===== src/rtl/cim_output_accum.sv =====
// Receive-side shift-add accumulator for the bit-serial CIM array: weights per-column
// popcounts by bit-plane and returns one signed dot product per column over valid/ready.
//
// state | meaning
// IDLE  | no run in progress, waiting for start
// ACCUM | taking bit-planes, LSB first, into the column accumulators
// HOLD  | result presented on out_acc until downstream accepts it
module cim_output_accum #(
    parameter int N_COL  = 8,
    parameter int PSUM_W = 6,
    parameter int ACC_W  = 16
) (
    input  logic                      clk,
    input  logic                      RSTN,
    input  logic                      start,
    input  logic                      in_fp,
    input  logic                      psum_valid,
    input  logic [N_COL*PSUM_W-1:0]   psum,
    output logic                      out_valid,
    input  logic                      out_ready,
    output logic [N_COL*ACC_W-1:0]    out_acc,
    output logic                      out_fp,
    output logic                      busy,
    output logic                      err_overrun
);

    typedef enum logic [1:0] {
        IDLE  = 2'd0,
        ACCUM = 2'd1,
        HOLD  = 2'd2
    } state_t;

    state_t             r_state;
    state_t             w_state_nxt;
    logic [2:0]         r_bit_cnt;
    logic               r_mode;
    logic               r_err;
    logic [ACC_W-1:0]   r_acc  [N_COL];
    logic [ACC_W-1:0]   w_term [N_COL];
    logic               w_last;
    logic               w_take;
    logic               w_clear;

    assign w_last  = r_mode ? (r_bit_cnt == 3'd2) : (r_bit_cnt == 3'd7);
    // A start in ACCUM wins over a same-cycle plane: the plane belongs to the aborted run.
    assign w_take  = (r_state == ACCUM) && psum_valid && !start;
    assign w_clear = start && ((r_state == IDLE) || (r_state == ACCUM) ||
                               ((r_state == HOLD) && out_ready));

    always_ff @(posedge clk) begin
        if (!RSTN) begin
            r_state <= IDLE;
        end else begin
            r_state <= w_state_nxt;
        end
    end

    always_comb begin
        w_state_nxt = r_state;
        case (r_state)
            IDLE: begin
                if (start) w_state_nxt = ACCUM;
            end
            ACCUM: begin
                if (w_take && w_last) w_state_nxt = HOLD;
            end
            HOLD: begin
                if (out_ready) w_state_nxt = start ? ACCUM : IDLE;
            end
            default: w_state_nxt = IDLE;
        endcase
    end

    always_comb begin
        busy      = (r_state != IDLE);
        out_valid = (r_state == HOLD);
    end

    // Int plane 7 is the sign plane and carries weight -128; every other plane is +2^k.
    always_comb begin
        for (int c = 0; c < N_COL; c++) begin
            w_term[c] = {{(ACC_W-PSUM_W){1'b0}}, psum[c*PSUM_W +: PSUM_W]} << r_bit_cnt;
            if (!r_mode && (r_bit_cnt == 3'd7)) begin
                w_term[c] = -w_term[c];
            end
        end
    end

    always_ff @(posedge clk) begin
        if (!RSTN) begin
            r_bit_cnt <= 3'd0;
            r_mode    <= 1'b0;
            r_err     <= 1'b0;
            for (int c = 0; c < N_COL; c++) r_acc[c] <= '0;
        end else begin
            if (w_clear) begin
                r_bit_cnt <= 3'd0;
                r_mode    <= in_fp;
                for (int c = 0; c < N_COL; c++) r_acc[c] <= '0;
            end else if (w_take) begin
                r_bit_cnt <= r_bit_cnt + 3'd1;
                for (int c = 0; c < N_COL; c++) r_acc[c] <= r_acc[c] + w_term[c];
            end
            if ((r_state == HOLD) && start && !out_ready) begin
                r_err <= 1'b1;
            end
        end
    end

    always_comb begin
        for (int c = 0; c < N_COL; c++) begin
            out_acc[c*ACC_W +: ACC_W] = r_acc[c];
        end
    end

    assign out_fp      = r_mode;
    assign err_overrun = r_err;

endmodule


===== config.mk =====
export PLATFORM = sky130hd
export DESIGN_NAME = cim_output_accum
export DESIGN_NICKNAME = d
export VERILOG_FILES = /design/src/rtl/cim_output_accum.sv
export SDC_FILE = /design/constraint.sdc
export NUM_CORES = 1
export LEC_CHECK = 0
export ABC_AREA = 1
export CAP_MARGIN = 20
export CORE_MARGIN = 2
export CORE_UTILIZATION = 50
export DETAILED_ROUTE_END_ITERATION = 12
export GPL_TIMING_DRIVEN = 1
export PLACE_DENSITY_LB_ADDON = 0.12
export SYNTH_ARGS = -nofsm -noshare
export SYNTH_HDL_FRONTEND = slang
export SYNTH_SLANG_ARGS = --single-unit

===== constraint.sdc =====
create_clock -name clk -period 3.2 [get_ports clk]
set_clock_uncertainty 0.15 [all_clocks]
set_input_delay 0.32 -clock clk [delete_from_list [all_inputs] [get_ports clk]]
set_output_delay 0.32 -clock clk [all_outputs]
set_load 0.01 [all_outputs]

==> qor.csv <==
metric,value,unit
outcome,finished with violations,
failing checks,setup timing,
core area,0.0294,mm^2
most frequent cells in the layout,"486 x nand2_1, 477 x buf_4, 206 x inv_1",
Post-synth EDFFs,112,
Initial Util,0.504,
combinational family with the most area after synthesis,simple AND/OR/NAND/NOR gates,
crit-path cells,buf_12 > inv_12 > buf_8 > o21ai_4 > nand2_2 > buf_6 > nand2_4 > nand2_2 > nand2_2 > inv_2 > nor2_2 > nand4_1 > buf_4 > nand3b_4 > nand3_2 > nand2_2 > ha_4 > nand2_4 > inv_4 > nand3_4 > o211ai_1 > nor2_1 > a21oi_1 > nor2_1,
GRT Util Overall,0.329,
Worst setup SP type,flip-flop,
TritonCTS clock tree,yes,
"Buf+Inv Stages, Crit Path",7,
synthesized instance count,2197,
Synth Area in Adders,0.125,
wire length per cell,18.9,um
Final nets,3056,
final setup vio count,70,
root buffer cell,clkbuf_16,
Pre-antenna DRT Iters,6,
"Hold-fix buffers, CTS",0,
Clock Sinks,135,
Min Hold Slack,0.356,ns
CP endpoint kind,flip-flop,
Main synth FF type,edfxtp_1,
htree depth,4,
Yosys reg bits,135,
Crit path max-delay family,simple AND/OR/NAND/NOR gates,
CP Max Fanout,6,
Post-Syn Area,0.0148,mm^2
first-pass GRT wire length,82.1,mm
Max clock buf depth,2,
Max Clock Freq,0.266,GHz
Syn-to-layout area delta,66.7,%
CTS buffer count,17,
"most common cell after layout, fill and taps aside",nand2_1,
DRC Markers,0,
Least-Margin Pin Slew,0.780,ns
XOR/XNOR Fraction of Synth Area,0.0526,
ANT nets after route,0,
leakage power,11.5,nW
share of cells above drive strength 1,0.399,
post-synthesis mux area share,0,
crit-path most repeated cell,nand2_2,
number of buffers added on ports,185,
Die Y,176,um
GRT overflow,0,
final hold vios,0,
Crit-path slowest cell,dfxtp_4,
"Req. time, crit path",3.26,ns
routability congestion estimate from global placement,0.909,
Final Critical Period,3.76,ns
"Core Util, Final",0.840,
Synth cell types,53,
Critical Path AT,3.83,ns
Slew Limit Fails,0,
largest net degree at the start of global routing,92,
HP Class,reg2reg,
Critical Path Max Stage Delay,0.41,ns
RSZ-0062 raised after global routing,true,
row count,63,
Synth Warn #,0,
asr flop ratio synth,0,
number of global-route vias before repair,17500,
clk_lat worst skew,0.47,ns
Post-DP HPWL,34.7,mm
num ports,186,
max-capacitance violation count,0,
Post-Syn Area per Cell,6.75,um^2
fill cell count,1568,
antenna violations before repair,3,
1st-iter DRT viols,1656,
Die Wd,176,um
Crit Path Class,reg2reg,
Pwr Density,248,mW/mm^2
period utilization,1.18,
Synth Net Count,2394,
post-DR vias/cell,5.85,
via count,19100,
Die Area,0.0310,mm^2
Worst VDD drop,0.352,mV
sequential element share of the synthesized area,0.258,
Slew headroom,0.480,
Total Wirelength,61.7,mm
setup ws final,-0.562,ns
Compound-Gate Fraction of Synth Area,0.185,
Synth Area in Simple Gates,0.293,
"Reg clk slew, reported paths",0.07,ns
[timing repair]
action                     in CTS  in global routing
pin swaps                     107                212
gates cloned                   10                  1
setup endpoints to repair      72                 87
buffers inserted               43                 51
resized for setup             315                407
[cell type report]
class / instances / area (um^2) / share of cell area
Tap cell: 390 / 488 / 0.0197
Antenna cell: 1 / 2.50 / 0.000101
Clock buffer: 18 / 429 / 0.0174
Timing Repair Buffer: 708 / 6220 / 0.252
Clock inverter: 13 / 155 / 0.00628
Sequential cell: 135 / 3830 / 0.155
Inverter: 242 / 933 / 0.0378
Multi-Input combinational cell: 1752 / 12600 / 0.510
Timing Repair inverter: 3 / 38.8 / 0.00157
[synth_stat cells, types with 5 or more instances]
cell       count  share of area
a31oi_1        9         0.0038
nor2_1       188          0.048
nand3_2       10         0.0068
o21ai_1       20         0.0068
nand2_1      602           0.15
inv_1        232          0.059
a211oi_1       5         0.0025
inv_2          8         0.0020
a21oi_1      209          0.071
nand4_1       10         0.0042
nand3_1      138          0.047
edfxtp_1     112           0.23
fa_1           8          0.011
a21o_1         8         0.0041
buf_6          7         0.0053
or2_1          8         0.0034
clkbuf_1      25         0.0063
buf_4          6         0.0030
or2_2          9         0.0038
dfxtp_1       23          0.031
o21a_1        16         0.0081
xor2_1        74          0.044
o21ai_0      179          0.060
nand2_2       16         0.0068
o211ai_1       5         0.0025
nor3_1        15         0.0051
o21ai_2       19          0.011
xnor2_1       15         0.0089
nor2_2        13         0.0055
buf_2         21         0.0071
buf_1          7         0.0018
o2bb2ai_1      6         0.0035
ha_1         135           0.11
[flip-flops by register name, summed over array words and instances, names as in the netlist]
| name | flops |
|---|---|
| r_acc | 128 |
| r_bit_cnt | 3 |
| err_overrun | 1 |
| r_state | 2 |
| out_fp | 1 |
[per-stage QoR]
stage	power, mW	setup TNS [ns]	instance area, um^2	worst slack, ns	instances
after floorplan	2.80	-0.0555	14900	-0.0390	2197
after global placement	3.54	-23.47	20200	-0.541	3130
after detailed placement	3.58	-31.02	20200	-0.653	3130
after CTS	5.79	-6.47	22600	-0.272	3213
after global routing	6.34	-27.70	24700	-0.701	3261
final	6.13	-15.76	24700	-0.562	3262
[worst min-delay path: stages (launching register included)]
cell and delay, ns:
dfxtp_1 0.33, nand2_1 0.07, a21oi_1 0.06
[cell families after synthesis]
| family | after synthesis |
|---|---|
| fa+ha+maj | 143 |
| buf+inv | 310 |
| xor+xnor | 89 |
| simple gates | 1026 |
| compound gates | 494 |
| flops | 135 |
[per-layer routing]
layer	vias up	share of wire	track usage
li1	8685	-	-
met1	8870	0.37	0.383
met2	1167	0.49	0.574
met3	345	0.084	0.0665
met4	2	0.062	0.165
met5	-	0.00026	0
[report_power, final]
part | switching, mW | total, mW | internal [mW] | leakage, nW
logic | 1.02 | 1.96 | 0.942 | 9.82
registers | 0.0915 | 2.08 | 1.99 | 1.44
clock network | 0.882 | 2.10 | 1.21 | 0.275
total | 1.99 | 6.13 | 4.14 | 11.5
[final timing paths]
| check | startpoint | endpoint | slack (ns) | cells past startpoint |
|---|---|---|---|---|
| worst max-delay path | r_bit_cnt[0]$_SDFFE_PP0P_ | r_acc[0][47]$_SDFFCE_PN0P_ | -0.56 | 24 |
| worst min-delay path | r_acc[0][12]$_SDFFE_PP0P_ | r_acc[0][12]$_SDFFE_PP0P_ | 0.36 | 2 |
| worst max register to register | r_bit_cnt[0]$_SDFFE_PP0P_ | r_acc[0][47]$_SDFFCE_PN0P_ | -0.56 | 24 |
| worst min register to register | r_acc[0][12]$_SDFFE_PP0P_ | r_acc[0][12]$_SDFFE_PP0P_ | 0.36 | 2 |
No activity file was read; power rests on OpenSTA's default activity.
